<file path="config.mk">
export PLATFORM = sky130hd
export DESIGN_NAME = wave_voice_bank
export DESIGN_NICKNAME = d
export VERILOG_FILES = /design/src/rtl/wave_voice_bank.sv
export SDC_FILE = /design/constraint.sdc
export NUM_CORES = 1
export LEC_CHECK = 0
export BUFFER_PORTS_ARGS = -buffer_cell sky130_fd_sc_hd__buf_4
export CAP_MARGIN = 20
export CORE_MARGIN = 3
export CORE_UTILIZATION = 40
export DETAILED_ROUTE_END_ITERATION = 10
export SETUP_SLACK_MARGIN = 0.5
export SLEW_MARGIN = 20
export SYNTH_ARGS = -nofsm -noshare
export SYNTH_HDL_FRONTEND = slang
export SYNTH_SLANG_ARGS = --single-unit
</file>
<file path="constraint.sdc">
create_clock -name clk -period 3.85 [get_ports clk]
set_clock_uncertainty 0.1 [all_clocks]
set_input_delay 0.385 -clock clk [delete_from_list [all_inputs] [get_ports clk]]
set_output_delay 0.385 -clock clk [all_outputs]
set_load 0.03 [all_outputs]
</file>
<file path="src/rtl/wave_voice_bank.sv">
// wave_voice_bank: multi-voice quarter-wave oscillator bank with one time-shared ROM pipeline and a saturating mixer.
// Define WAVE_CLIP_COUNT_EN to build the saturation event counter behind clip_count.

// Quarter-wave ROMs with one-cycle registered read. They hold the linear characterisation table
// {0, addr, 0...}; production tables drop in behind the same ports.
module sine_rom #(
    parameter int LUT_AW   = 10,
    parameter int SAMPLE_W = 16
) (
    input  logic                i_clk,
    input  logic                i_rst_n,
    input  logic [LUT_AW-1:0]   i_addr,
    output logic [SAMPLE_W-1:0] o_data
);
    logic [SAMPLE_W-1:0] r_data;

    // Registered table lookup.
    always_ff @(posedge i_clk or negedge i_rst_n) begin
        if (!i_rst_n) begin
            r_data <= {SAMPLE_W{1'b0}};
        end else begin
            r_data <= {1'b0, i_addr, {(SAMPLE_W-1-LUT_AW){1'b0}}};
        end
    end

    assign o_data = r_data;
endmodule

module square_rom #(
    parameter int LUT_AW   = 10,
    parameter int SAMPLE_W = 16
) (
    input  logic                i_clk,
    input  logic                i_rst_n,
    input  logic [LUT_AW-1:0]   i_addr,
    output logic [SAMPLE_W-1:0] o_data
);
    logic [SAMPLE_W-1:0] r_data;

    // Registered table lookup.
    always_ff @(posedge i_clk or negedge i_rst_n) begin
        if (!i_rst_n) begin
            r_data <= {SAMPLE_W{1'b0}};
        end else begin
            r_data <= {1'b0, i_addr, {(SAMPLE_W-1-LUT_AW){1'b0}}};
        end
    end

    assign o_data = r_data;
endmodule

module triangle_rom #(
    parameter int LUT_AW   = 10,
    parameter int SAMPLE_W = 16
) (
    input  logic                i_clk,
    input  logic                i_rst_n,
    input  logic [LUT_AW-1:0]   i_addr,
    output logic [SAMPLE_W-1:0] o_data
);
    logic [SAMPLE_W-1:0] r_data;

    // Registered table lookup.
    always_ff @(posedge i_clk or negedge i_rst_n) begin
        if (!i_rst_n) begin
            r_data <= {SAMPLE_W{1'b0}};
        end else begin
            r_data <= {1'b0, i_addr, {(SAMPLE_W-1-LUT_AW){1'b0}}};
        end
    end

    assign o_data = r_data;
endmodule

module wave_voice_bank #(
    parameter int NUM_VOICES = 4,
    parameter int PHASE_W    = 22,
    parameter int STEP_W     = 20,
    parameter int LUT_AW     = 10,
    parameter int SAMPLE_W   = 16,
    parameter int GAIN_SHIFT = 2
) (
    input  logic                          clk,
    input  logic                          reset,
    input  logic                          cfg_we,
    input  logic [$clog2(NUM_VOICES)-1:0] cfg_voice,
    input  logic [STEP_W-1:0]             cfg_step,
    input  logic [1:0]                    cfg_wave,
    input  logic                          cfg_enable,
    input  logic                          cfg_restart,
    input  logic                          generate_next,
    output logic                          busy,
    output logic                          sample_ready,
    output logic [SAMPLE_W-1:0]           sample,
    output logic                          overrun,
    output logic [7:0]                    clip_count
);
    localparam int VW    = $clog2(NUM_VOICES);
    localparam int ACC_W = SAMPLE_W + VW;

    localparam logic [1:0] S_IDLE  = 2'd0;
    localparam logic [1:0] S_ISSUE = 2'd1;
    localparam logic [1:0] S_DRAIN = 2'd2;
    localparam logic [1:0] S_DONE  = 2'd3;

    localparam logic [VW-1:0] LAST_IDX = VW'(NUM_VOICES - 1);
    localparam logic [VW-1:0] IDX_ONE  = VW'(1);

    localparam logic signed [ACC_W-1:0] SAT_MAX = {{(ACC_W-SAMPLE_W+1){1'b0}}, {(SAMPLE_W-1){1'b1}}};
    localparam logic signed [ACC_W-1:0] SAT_MIN = {{(ACC_W-SAMPLE_W+1){1'b1}}, {(SAMPLE_W-1){1'b0}}};

    logic [1:0]              r_state;
    logic [1:0]              w_state_next;
    logic [VW-1:0]           r_idx;
    logic [PHASE_W-1:0]      r_phase [NUM_VOICES];
    logic [STEP_W-1:0]       r_step  [NUM_VOICES];
    logic [1:0]              r_wave  [NUM_VOICES];
    logic [NUM_VOICES-1:0]   r_enable;
    logic                    r_d_valid;
    logic                    r_d_neg;
    logic                    r_d_en;
    logic [1:0]              r_d_wave;
    logic signed [ACC_W-1:0] r_acc;
    logic                    r_busy;
    logic                    r_ready;
    logic                    r_overrun;
    logic [SAMPLE_W-1:0]     r_sample;
    logic                    w_accept;
    logic [LUT_AW-1:0]       w_addr;
    logic [SAMPLE_W-1:0]     w_sine;
    logic [SAMPLE_W-1:0]     w_square;
    logic [SAMPLE_W-1:0]     w_triangle;
    logic [SAMPLE_W-1:0]     w_rom_word;
    logic signed [ACC_W-1:0] w_word_ext;
    logic signed [ACC_W-1:0] w_voice;
    logic signed [ACC_W-1:0] w_scaled;

    function automatic logic sat_hit(input logic signed [ACC_W-1:0] v);
        return (v > SAT_MAX) || (v < SAT_MIN);
    endfunction

    function automatic logic [SAMPLE_W-1:0] sat_clamp(input logic signed [ACC_W-1:0] v);
        if (v > SAT_MAX) begin
            return SAT_MAX[SAMPLE_W-1:0];
        end else if (v < SAT_MIN) begin
            return SAT_MIN[SAMPLE_W-1:0];
        end else begin
            return v[SAMPLE_W-1:0];
        end
    endfunction

    assign w_accept = generate_next && ((r_state == S_IDLE) || (r_state == S_DONE));
    assign w_scaled = r_acc >>> GAIN_SHIFT;

    // Next-state logic; DONE accepts a new request so results can run back to back.
    always_comb begin
        w_state_next = r_state;
        case (r_state)
            S_IDLE: begin
                if (w_accept) w_state_next = S_ISSUE;
                else          w_state_next = S_IDLE;
            end
            S_ISSUE: begin
                if (r_idx == LAST_IDX) w_state_next = S_DRAIN;
                else                   w_state_next = S_ISSUE;
            end
            S_DRAIN: w_state_next = S_DONE;
            S_DONE: begin
                if (w_accept) w_state_next = S_ISSUE;
                else          w_state_next = S_IDLE;
            end
            default: w_state_next = S_IDLE;
        endcase
    end

    // State register and issue index.
    always_ff @(posedge clk or negedge reset) begin
        if (!reset) begin
            r_state <= S_IDLE;
            r_idx   <= {VW{1'b0}};
        end else begin
            r_state <= w_state_next;
            if (w_accept) begin
                r_idx <= {VW{1'b0}};
            end else if (r_state == S_ISSUE) begin
                r_idx <= r_idx + IDX_ONE;
            end
        end
    end

    // Quadrant folding: bits below the top two address the table, mirrored in odd quadrants.
    always_comb begin
        if (r_phase[r_idx][PHASE_W-2]) begin
            w_addr = ~r_phase[r_idx][PHASE_W-3 -: LUT_AW];
        end else begin
            w_addr = r_phase[r_idx][PHASE_W-3 -: LUT_AW];
        end
    end

    // Voice configuration and phase accumulators; restart overrides a coincident advance.
    always_ff @(posedge clk or negedge reset) begin
        if (!reset) begin
            for (int v = 0; v < NUM_VOICES; v++) begin
                r_phase[v] <= {PHASE_W{1'b0}};
                r_step[v]  <= {STEP_W{1'b0}};
                r_wave[v]  <= 2'b00;
            end
            r_enable <= {NUM_VOICES{1'b0}};
        end else begin
            for (int v = 0; v < NUM_VOICES; v++) begin
                if (cfg_we && (cfg_voice == VW'(v))) begin
                    r_step[v]   <= cfg_step;
                    r_wave[v]   <= cfg_wave;
                    r_enable[v] <= cfg_enable;
                end
                if (cfg_we && cfg_restart && (cfg_voice == VW'(v))) begin
                    r_phase[v] <= {PHASE_W{1'b0}};
                end else if ((r_state == S_ISSUE) && (r_idx == VW'(v))) begin
                    r_phase[v] <= r_phase[v] + PHASE_W'(r_step[v]);
                end else begin
                    r_phase[v] <= r_phase[v];
                end
            end
        end
    end

    sine_rom #(.LUT_AW(LUT_AW), .SAMPLE_W(SAMPLE_W)) u_sine_rom (
        .i_clk(clk), .i_rst_n(reset), .i_addr(w_addr), .o_data(w_sine)
    );
    square_rom #(.LUT_AW(LUT_AW), .SAMPLE_W(SAMPLE_W)) u_square_rom (
        .i_clk(clk), .i_rst_n(reset), .i_addr(w_addr), .o_data(w_square)
    );
    triangle_rom #(.LUT_AW(LUT_AW), .SAMPLE_W(SAMPLE_W)) u_triangle_rom (
        .i_clk(clk), .i_rst_n(reset), .i_addr(w_addr), .o_data(w_triangle)
    );

    // Voice attributes delayed to line up with the ROM output.
    always_ff @(posedge clk or negedge reset) begin
        if (!reset) begin
            r_d_valid <= 1'b0;
            r_d_neg   <= 1'b0;
            r_d_en    <= 1'b0;
            r_d_wave  <= 2'b00;
        end else begin
            r_d_valid <= (r_state == S_ISSUE);
            r_d_neg   <= r_phase[r_idx][PHASE_W-1];
            r_d_en    <= r_enable[r_idx];
            r_d_wave  <= r_wave[r_idx];
        end
    end

    // Waveform select on the delayed voice.
    always_comb begin
        case (r_d_wave)
            2'b11:   w_rom_word = w_square;
            2'b10:   w_rom_word = w_triangle;
            default: w_rom_word = w_sine;
        endcase
    end

    assign w_word_ext = {{(ACC_W-SAMPLE_W){w_rom_word[SAMPLE_W-1]}}, w_rom_word};

    // Second half of the cycle negates; disabled voices add nothing.
    always_comb begin
        w_voice = {ACC_W{1'b0}};
        if (r_d_en) begin
            if (r_d_neg) w_voice = -w_word_ext;
            else         w_voice = w_word_ext;
        end else begin
            w_voice = {ACC_W{1'b0}};
        end
    end

    // Mix accumulator, cleared when a request is accepted.
    always_ff @(posedge clk or negedge reset) begin
        if (!reset) begin
            r_acc <= {ACC_W{1'b0}};
        end else if (w_accept) begin
            r_acc <= {ACC_W{1'b0}};
        end else if (r_d_valid) begin
            r_acc <= r_acc + w_voice;
        end
    end

    // Registered handshake, result and sticky overrun.
    always_ff @(posedge clk or negedge reset) begin
        if (!reset) begin
            r_busy    <= 1'b0;
            r_ready   <= 1'b0;
            r_sample  <= {SAMPLE_W{1'b0}};
            r_overrun <= 1'b0;
        end else begin
            r_busy  <= (w_state_next == S_ISSUE) || (w_state_next == S_DRAIN);
            r_ready <= (r_state == S_DONE);
            if (r_state == S_DONE) begin
                r_sample <= sat_clamp(w_scaled);
            end
            if (generate_next && r_busy) begin
                r_overrun <= 1'b1;
            end
        end
    end

    assign busy         = r_busy;
    assign sample_ready = r_ready;
    assign sample       = r_sample;
    assign overrun      = r_overrun;

`ifdef WAVE_CLIP_COUNT_EN
    logic [7:0] r_clip_count;

    // Count results altered by clamping, holding at 255.
    always_ff @(posedge clk or negedge reset) begin
        if (!reset) begin
            r_clip_count <= 8'd0;
        end else if ((r_state == S_DONE) && sat_hit(w_scaled) && (r_clip_count != 8'hFF)) begin
            r_clip_count <= r_clip_count + 8'd1;
        end
    end

    assign clip_count = r_clip_count;
`else
    assign clip_count = 8'd0;
`endif
endmodule

</file>
# [After elaboration in Yosys (flattened, before gate mapping)]
# Cells that the tools add are included.
[word_totals] in_bits=30 wordCells=99 output_inout_bits=27 regBits=226
[op_classes] n_reduce_logical=27 n_bitwise=2 mux=25 addsub=7 eq_ne=11 magnitude_cmp=4
[ops] operator="22-bit two-way mux" n=10
[ops] operator="22-bit by 20-bit adder with 22-bit output" n=4
[ops] operator="18-bit two-way mux" n=4
[ops] operator="22-bit binary-select mux with 2-bit select" n=1
[ops] operator="16-bit two-way mux" n=2
[ops] operator="18-bit adder" n=1
[ops] operator="15-bit negator with 18-bit output" n=1
[ops] operator="16-bit > comparator (second input constant)" n=1
[ops] operator="16-bit < comparator (second input constant)" n=1
[ops] operator="1-bit logical AND" n=15
[ops] operator="2-bit equality test (second input constant)" n=7
[ops] operator="2-bit nonzero test" n=6
[ops] operator="10-bit two-way mux" n=1
[ops] operator="10-bit inverter" n=1
[ops] operator="2-bit by 1-bit equality test with 1-bit output (second input constant)" n=4
[ops] operator="2-bit logical NOT" n=3
[ops] operator="2-bit two-way mux" n=3
[ops] operator="2-bit case mux with 3 select lines" n=1
[ops] operator="3-bit greater-or-equal comparator (second input constant)" n=1
[ops] operator="2-bit by 3-bit < comparator with 1-bit output (second input constant)" n=1
[ops] operator="2-bit inverter with 3-bit output" n=1
[ops] operator="2-bit by 1-bit adder with 2-bit output (second input constant)" n=1
[ops] operator="1-bit binary-select mux with 2-bit select" n=1
[ops] operator="1-bit logical OR" n=2
[ops] operator="2 further kinds" n=3

# [Logic depth before layout (Yosys ltp)]
[depth] ltp_word=7 depth_mapped=14 mapped_depth_nobuf=14

# [Modules after synthesis]
# Synthesis repeated with hierarchy kept, for this count alone.
[unflattened] hier_cells=1502 area_unflattened_um2=15419.8
[by_module_without_submodules] module="wave_voice_bank" cells_each=1451 instances=1 seq_area_each_um2=5655.4 area_per_inst_um2=14522.7
[by_module_without_submodules] module="sine_rom" cells_each=17 instances=1 seq_area_each_um2=250.2 area_per_inst_um2=299.0
[by_module_without_submodules] module="square_rom" cells_each=17 instances=1 seq_area_each_um2=250.2 area_per_inst_um2=299.0
[by_module_without_submodules] module="triangle_rom" cells_each=17 instances=1 seq_area_each_um2=250.2 area_per_inst_um2=299.0

# [Least setup slack after synthesis]
# OpenSTA, ideal clock, no wires.
[synth_path] path_kind="flip-flop to flip-flop" start="register u_triangle_rom.r_data[8], in the netlist u_triangle_rom.o_data[8]" end="register r_acc[17]" required_time_ps=3617 arrival_time_ps=2745 path_buffers=0 setup_slack_ps=872 period_less_slack_ps=2978 setup_ps=133 stages_incl_launch_ff=13 path_cell_list="dfrtp_1 -> or4_4 -> o41ai_1 -> xnor2_1 -> and2_1 -> ha_1 -> a21o_1 -> a21o_1 -> a21oi_1 -> nand2b_1 -> a311oi_1 -> o21ai_0 -> o31ai_1"
[synth_between] elab_chain_cells=6
[synth_rtl] element="from (decl)" line_no="61" rtl="logic [SAMPLE_W-1:0] r_data;"
[synth_rtl] element="from (signal assigned)" line_no="66" rtl="r_data <= {SAMPLE_W{1'b0}};"
[synth_rtl] element="from (signal assigned)" line_no="68" rtl="r_data <= {1'b0, i_addr, {(SAMPLE_W-1-LUT_AW){1'b0}}};"
[synth_rtl] element="15-bit negator with 18-bit output" line_no="267" rtl="if (r_d_neg) w_voice = -w_word_ext;"
[synth_rtl] element="18-bit two-way mux (*)" line_no="267"
[synth_rtl] element="18-bit two-way mux (*)" line_no="266" rtl="if (r_d_en) begin"
[synth_rtl] element="18-bit adder (*)" line_no="281" rtl="r_acc <= r_acc + w_voice;"
[synth_rtl] element="18-bit two-way mux (*)" line_no="280" rtl="end else if (r_d_valid) begin"
[synth_rtl] element="18-bit two-way mux (*)" line_no="278" rtl="end else if (w_accept) begin"
[synth_rtl] element="to (signal assigned)" line_no="277" rtl="r_acc <= {ACC_W{1'b0}};"
[synth_rtl] element="to (signal assigned)" line_no="279" rtl="r_acc <= {ACC_W{1'b0}};"
[synth_rtl] element="to (signal assigned)" line_no="281"
[synth_rtl] element="to (decl)" line_no="123" rtl="logic signed [ACC_W-1:0] r_acc;"
# Every way passes the cells marked *; elsewhere a longest branch is shown, timed or not. The select of a mux whose other input is x is not followed.
# A chain may end at the register's enable or synchronous reset.

# [Worst setup path in the final report]
[layout_path] start="register u_triangle_rom.r_data[8], in the netlist u_triangle_rom.o_data[8]" end="register r_acc[16]"
# The elaborated chain is that of the path after synthesis.

==> metrics.md <==
| Metric | Value |
|---|---|
| Outcome | `complete, no violations` |
| Minimum clock period | `about 3.1 ns` |
| Final hold viol count | `0` |
| Initial core utilization | `between 40% and 50%` |
| Slew @ Worst Pin | `0.905 ns` |
| Vias in the first global route | `10310` |
| Max Freq | `0.318 GHz` |
| Share of layout cells above drive strength 1 | `around 18%` |
| Total grt overflow | `0` |
| Die H | `between 150 and 200 um` |
| Ports | `57` |
| Dpl ws | `0.652 ns` |
| Slew HR | `39.5%` |
| Clock power share | `19.4%` |
| Switching power | `around 5.7 mW` |
| Starting DRT DRC Count | `541` |
| Leakage | `7.01 nW` |
| Syn_area_per_cell | `10.0 um2` |
| Critical path startpoint category | `register` |
| Synth cell types | `85` |
| FFs w/ async S/R, synth | `100%` |
| Reg-to-Reg End | `r_acc[16]$_DFFE_PN0N_` |
| CP Capture Type | `register` |
| Worst path slowest cell | `or4_4` |
| GPL Wtd Cong | `0.872` |
| Final cell count without fillers | `1875` |
| Worst endpoint required time | `4.16 ns` |
| Final setup fails | `0` |
| Hold depth | `2` |
| Comb pwr share | `between 50% and 60%` |
| Power density over the cells | `875 nW/um2` |
| Critical path class | `reg -> reg` |
| Hold endpoint | `r_step[60]$_DFFE_PN0P_` |
| Sequential area share after synthesis | `roughly 40%` |
| Gr usage total | `19.0%` |
| Switching Share | `41.9%` |
| # rows | `67` |
| Via count | `between 10000 and 15000` |
| Yosys reg bits | `219` |
| HP Start | `cfg_step[0]` |
| Synth area leaders | `dfrtp_1 40%, ha_1 9.2%, mux2_2 8.1%` |
| Detailed placement HPWL | `24700 um` |
| Longest Clk Path Bufs | `3` |
| Period utilisation layout | `81.6%` |
| Final net count | `1543` |
| EDFF count, synth | `0` |
| Core Util, Final | `45.9%` |
| Core Area | `33600 um2` |
| Reg-to-reg startpoint | `u_triangle_rom.o_data[8]$_DFF_PN0_` |
| Yosys warning total | `0` |
| DRT Pass-1 Iters | `4` |
| Clk Latency, worst-skew pair | `0.55 ns` |
| Dpl cells | `1826` |
| Final total power | `~14 mW` |
| Initial antenna violation count | `1` |
| Final TNS setup | `0 ns` |
| Port Buffers | `46` |
| Worst Path Arrival | `~3.5 ns` |
| Critical-path cell list | `or4_4 -> o41ai_2 -> xnor2_1 -> and2_1 -> ha_1 -> a21o_1 -> a21o_1 -> a21oi_1 -> a21boi_0 -> and4b_1 -> nor3_1` |
| M1 WL | `about 16000 um` |
| Crit path buffers/inverters | `0` |
| Setup WS post-layout | `0.708 ns` |
| Root buffer cell | `clkbuf_16` |
| Drt total wl | `34200 um` |
| Clock tree sinks | `about 220` |
| Reg clk slew, reported paths | `about 0.060 ns` |
| Reg2reg setup slack | `0.71 ns` |
| RSZ-0062 raised after global routing | `true` |
| Routed vias/inst | `5.57` |
| Largest delay share family, worst path | `compound AO/OA/AOI/OAI gates` |
| # Max-Cap Violations | `0` |
| Area delta synth->final | `13.1%` |
| Routed wl met2 | `16200 um` |
| Met3 routed WL | `roughly 1200 um` |
| Most numerous cell on the critical path | `a21o_1` |
| Synth top area share | `40.2%` |
| Critical Path Max Stage Delay | `0.57 ns` |
| CTS tree | `yes` |
| Cts bufs inserted | `26` |
| Number of routed nets with antenna violations | `0` |
| Pint | `approximately 7.8 mW` |
| Setup Buffers After CTS | `0` |
| Hold WC Path Type | `in -> reg` |
| Wire per inst | `18.2 um` |
| Reg2reg path depth | `11` |
| H-tree depth | `1` |
| Fin. max-slew vios | `0` |
| Cell area after synthesis | `~14000 um2` |
| Max Used Layer | `met5` |
| First-pass GRT wire length | `55400 um` |
| Synth area leader | `dfrtp_1` |
| N_diodes | `0` |
| Synth Instances | `1363` |
| Sequential Power Share | `28.5%` |
| Die Wd | `between 150 and 200 um` |
| CP max FO | `6` |
| DR DRC count | `0` |
| Die area | `36400 um2` |
| Synth Flop Type | `dfrtp_1` |
| VDD IR max | `roughly 0.47 mV` |
| Largest net degree at the start of global routing | `between 100 and 150` |
[cells by family (layout without fill, tap and decap cells)]
logic type	count (synthesis)	in the layout	synth area share, %
adder cells (fa/ha/maj)	105	105	9.90
flip-flops	219	219	40.2
multiplexers	123	123	11.1
AO/OA/AOI/OAI	374	374	18.0
buffers and inverters	93	150	3.01
other	1	8	0.0275
AND/OR/NAND/NOR	377	377	13.2
XOR/XNOR	71	71	4.56
[layout make-up]
class,count,area [um2]
clock buffers,33,727
clock inverters,14,194
fillers,3164,18200
inverters,36,135
multi-input cells,1058,7800
flip-flops and latches,219,5480
well taps,448,561
repair buffers,67,528
[power by group through the flow]
| stage | clock network (mW) | logic, mW | registers (mW) |
|---|---|---|---|
| finish | 2.62 | 7.04 | 3.85 |
| global route | 2.80 | 7.92 | 3.95 |
| CTS | 2.70 | 7.00 | 3.85 |
| detailed placement | 0 | 6.95 | 3.89 |
| global placement | 0 | 6.82 | 3.86 |
| floorplan | 0 | 5.51 | 3.73 |
[metrics by stage]
step	hold slack, ns	cell area, um2
2_1_floorplan	-0.0106	13700
3_3_place_gp	0.292	14500
3_5_place_dp	0.296	14500
4_1_cts	0.00256	15400
5_1_grt	0.0108	15400
6_report	0.0240	15400
[sequential cells by signal, summed over array words and instances (netlist names)]
signal / count
r_d_valid: 1
r_d_en: 1
sample_ready: 1
r_idx: 2
u_triangle_rom.o_data: 10
r_enable: 4
r_d_neg: 1
r_acc: 13
overrun: 1
sample: 14
busy: 1
r_state: 2
r_phase: 88
r_step: 80
[how the worst max path moves through the flow]
| stage | cells past startpoint | slack [ns] | endpoint | from |
|---|---|---|---|---|
| 2_1_floorplan | 12 | 0.87 | r_acc[17]$_DFFE_PN0N_ | u_triangle_rom.o_data[8]$_DFF_PN0_ |
| 3_3_place_gp | 11 | 0.68 | r_acc[16]$_DFFE_PN0N_ | u_triangle_rom.o_data[8]$_DFF_PN0_ |
| 3_5_place_dp | 11 | 0.65 | r_acc[16]$_DFFE_PN0N_ | u_triangle_rom.o_data[8]$_DFF_PN0_ |
| 4_1_cts | 11 | 0.64 | r_acc[16]$_DFFE_PN0N_ | u_triangle_rom.o_data[8]$_DFF_PN0_ |
| 5_1_grt | 10 | 0.46 | r_acc[17]$_DFFE_PN0N_ | u_triangle_rom.o_data[8]$_DFF_PN0_ |
| 6_report | 11 | 0.71 | r_acc[16]$_DFFE_PN0N_ | u_triangle_rom.o_data[8]$_DFF_PN0_ |
[synthesized netlist by cell type (10+ instances only)]
library cell / n
dfrtp_1: 219
mux4_2: 13
nand3_1: 39
o21ai_0: 80
inv_1: 35
o21bai_1: 15
clkbuf_1: 37
a211oi_1: 30
nand2_1: 124
buf_4: 10
mux2_2: 98
nor3_1: 31
xnor2_1: 46
xor2_1: 25
nor2_1: 93
and2_1: 16
a21oi_1: 115
o31ai_1: 11
ha_1: 100
a21o_1: 39
mux2i_1: 12
and3_1: 11
[cells in the final DEF (no fill, tap or decap), types with 8 or more instances in the layout]
cell,n
nand2b_1,9
a21oi_1,114
conb_1,8
o31ai_1,11
nand3_1,39
a211oi_1,30
o21a_1,9
a21boi_0,8
o21bai_1,15
inv_1,35
nand2_1,124
dfrtp_1,219
and2_1,16
a21o_1,39
nor2_1,93
clkbuf_16,26
and3_1,11
nor3_1,30
xor2_1,25
mux2_2,98
mux2i_1,12
xnor2_1,46
o21ai_0,80
buf_4,63
mux4_2,13
nand4_1,8
ha_1,100
[timing repair]
action,in CTS,in global routing
hold endpoints to repair,69,0
gates resized for setup,0,2
hold buffers,2,0
setup endpoints to repair,0,3
[worst reg2reg max path: cells and delay by family, from the launching register on]
family	cells	cell delay, ns
AND/OR/NAND/NOR	4	1.01
AO/OA/AOI/OAI	5	1.08
adder cells (fa/ha/maj)	1	0.35
XOR/XNOR	1	0.09
flip-flops	1	0.41
[metal layers]
layer,vias to the layer above,track usage (%)
met5,-,0
met4,2,4.66
met3,48,2.83
met2,206,32.1
met1,5137,25.7
li1,5059,-
Power figures use the tool's default switching activity.
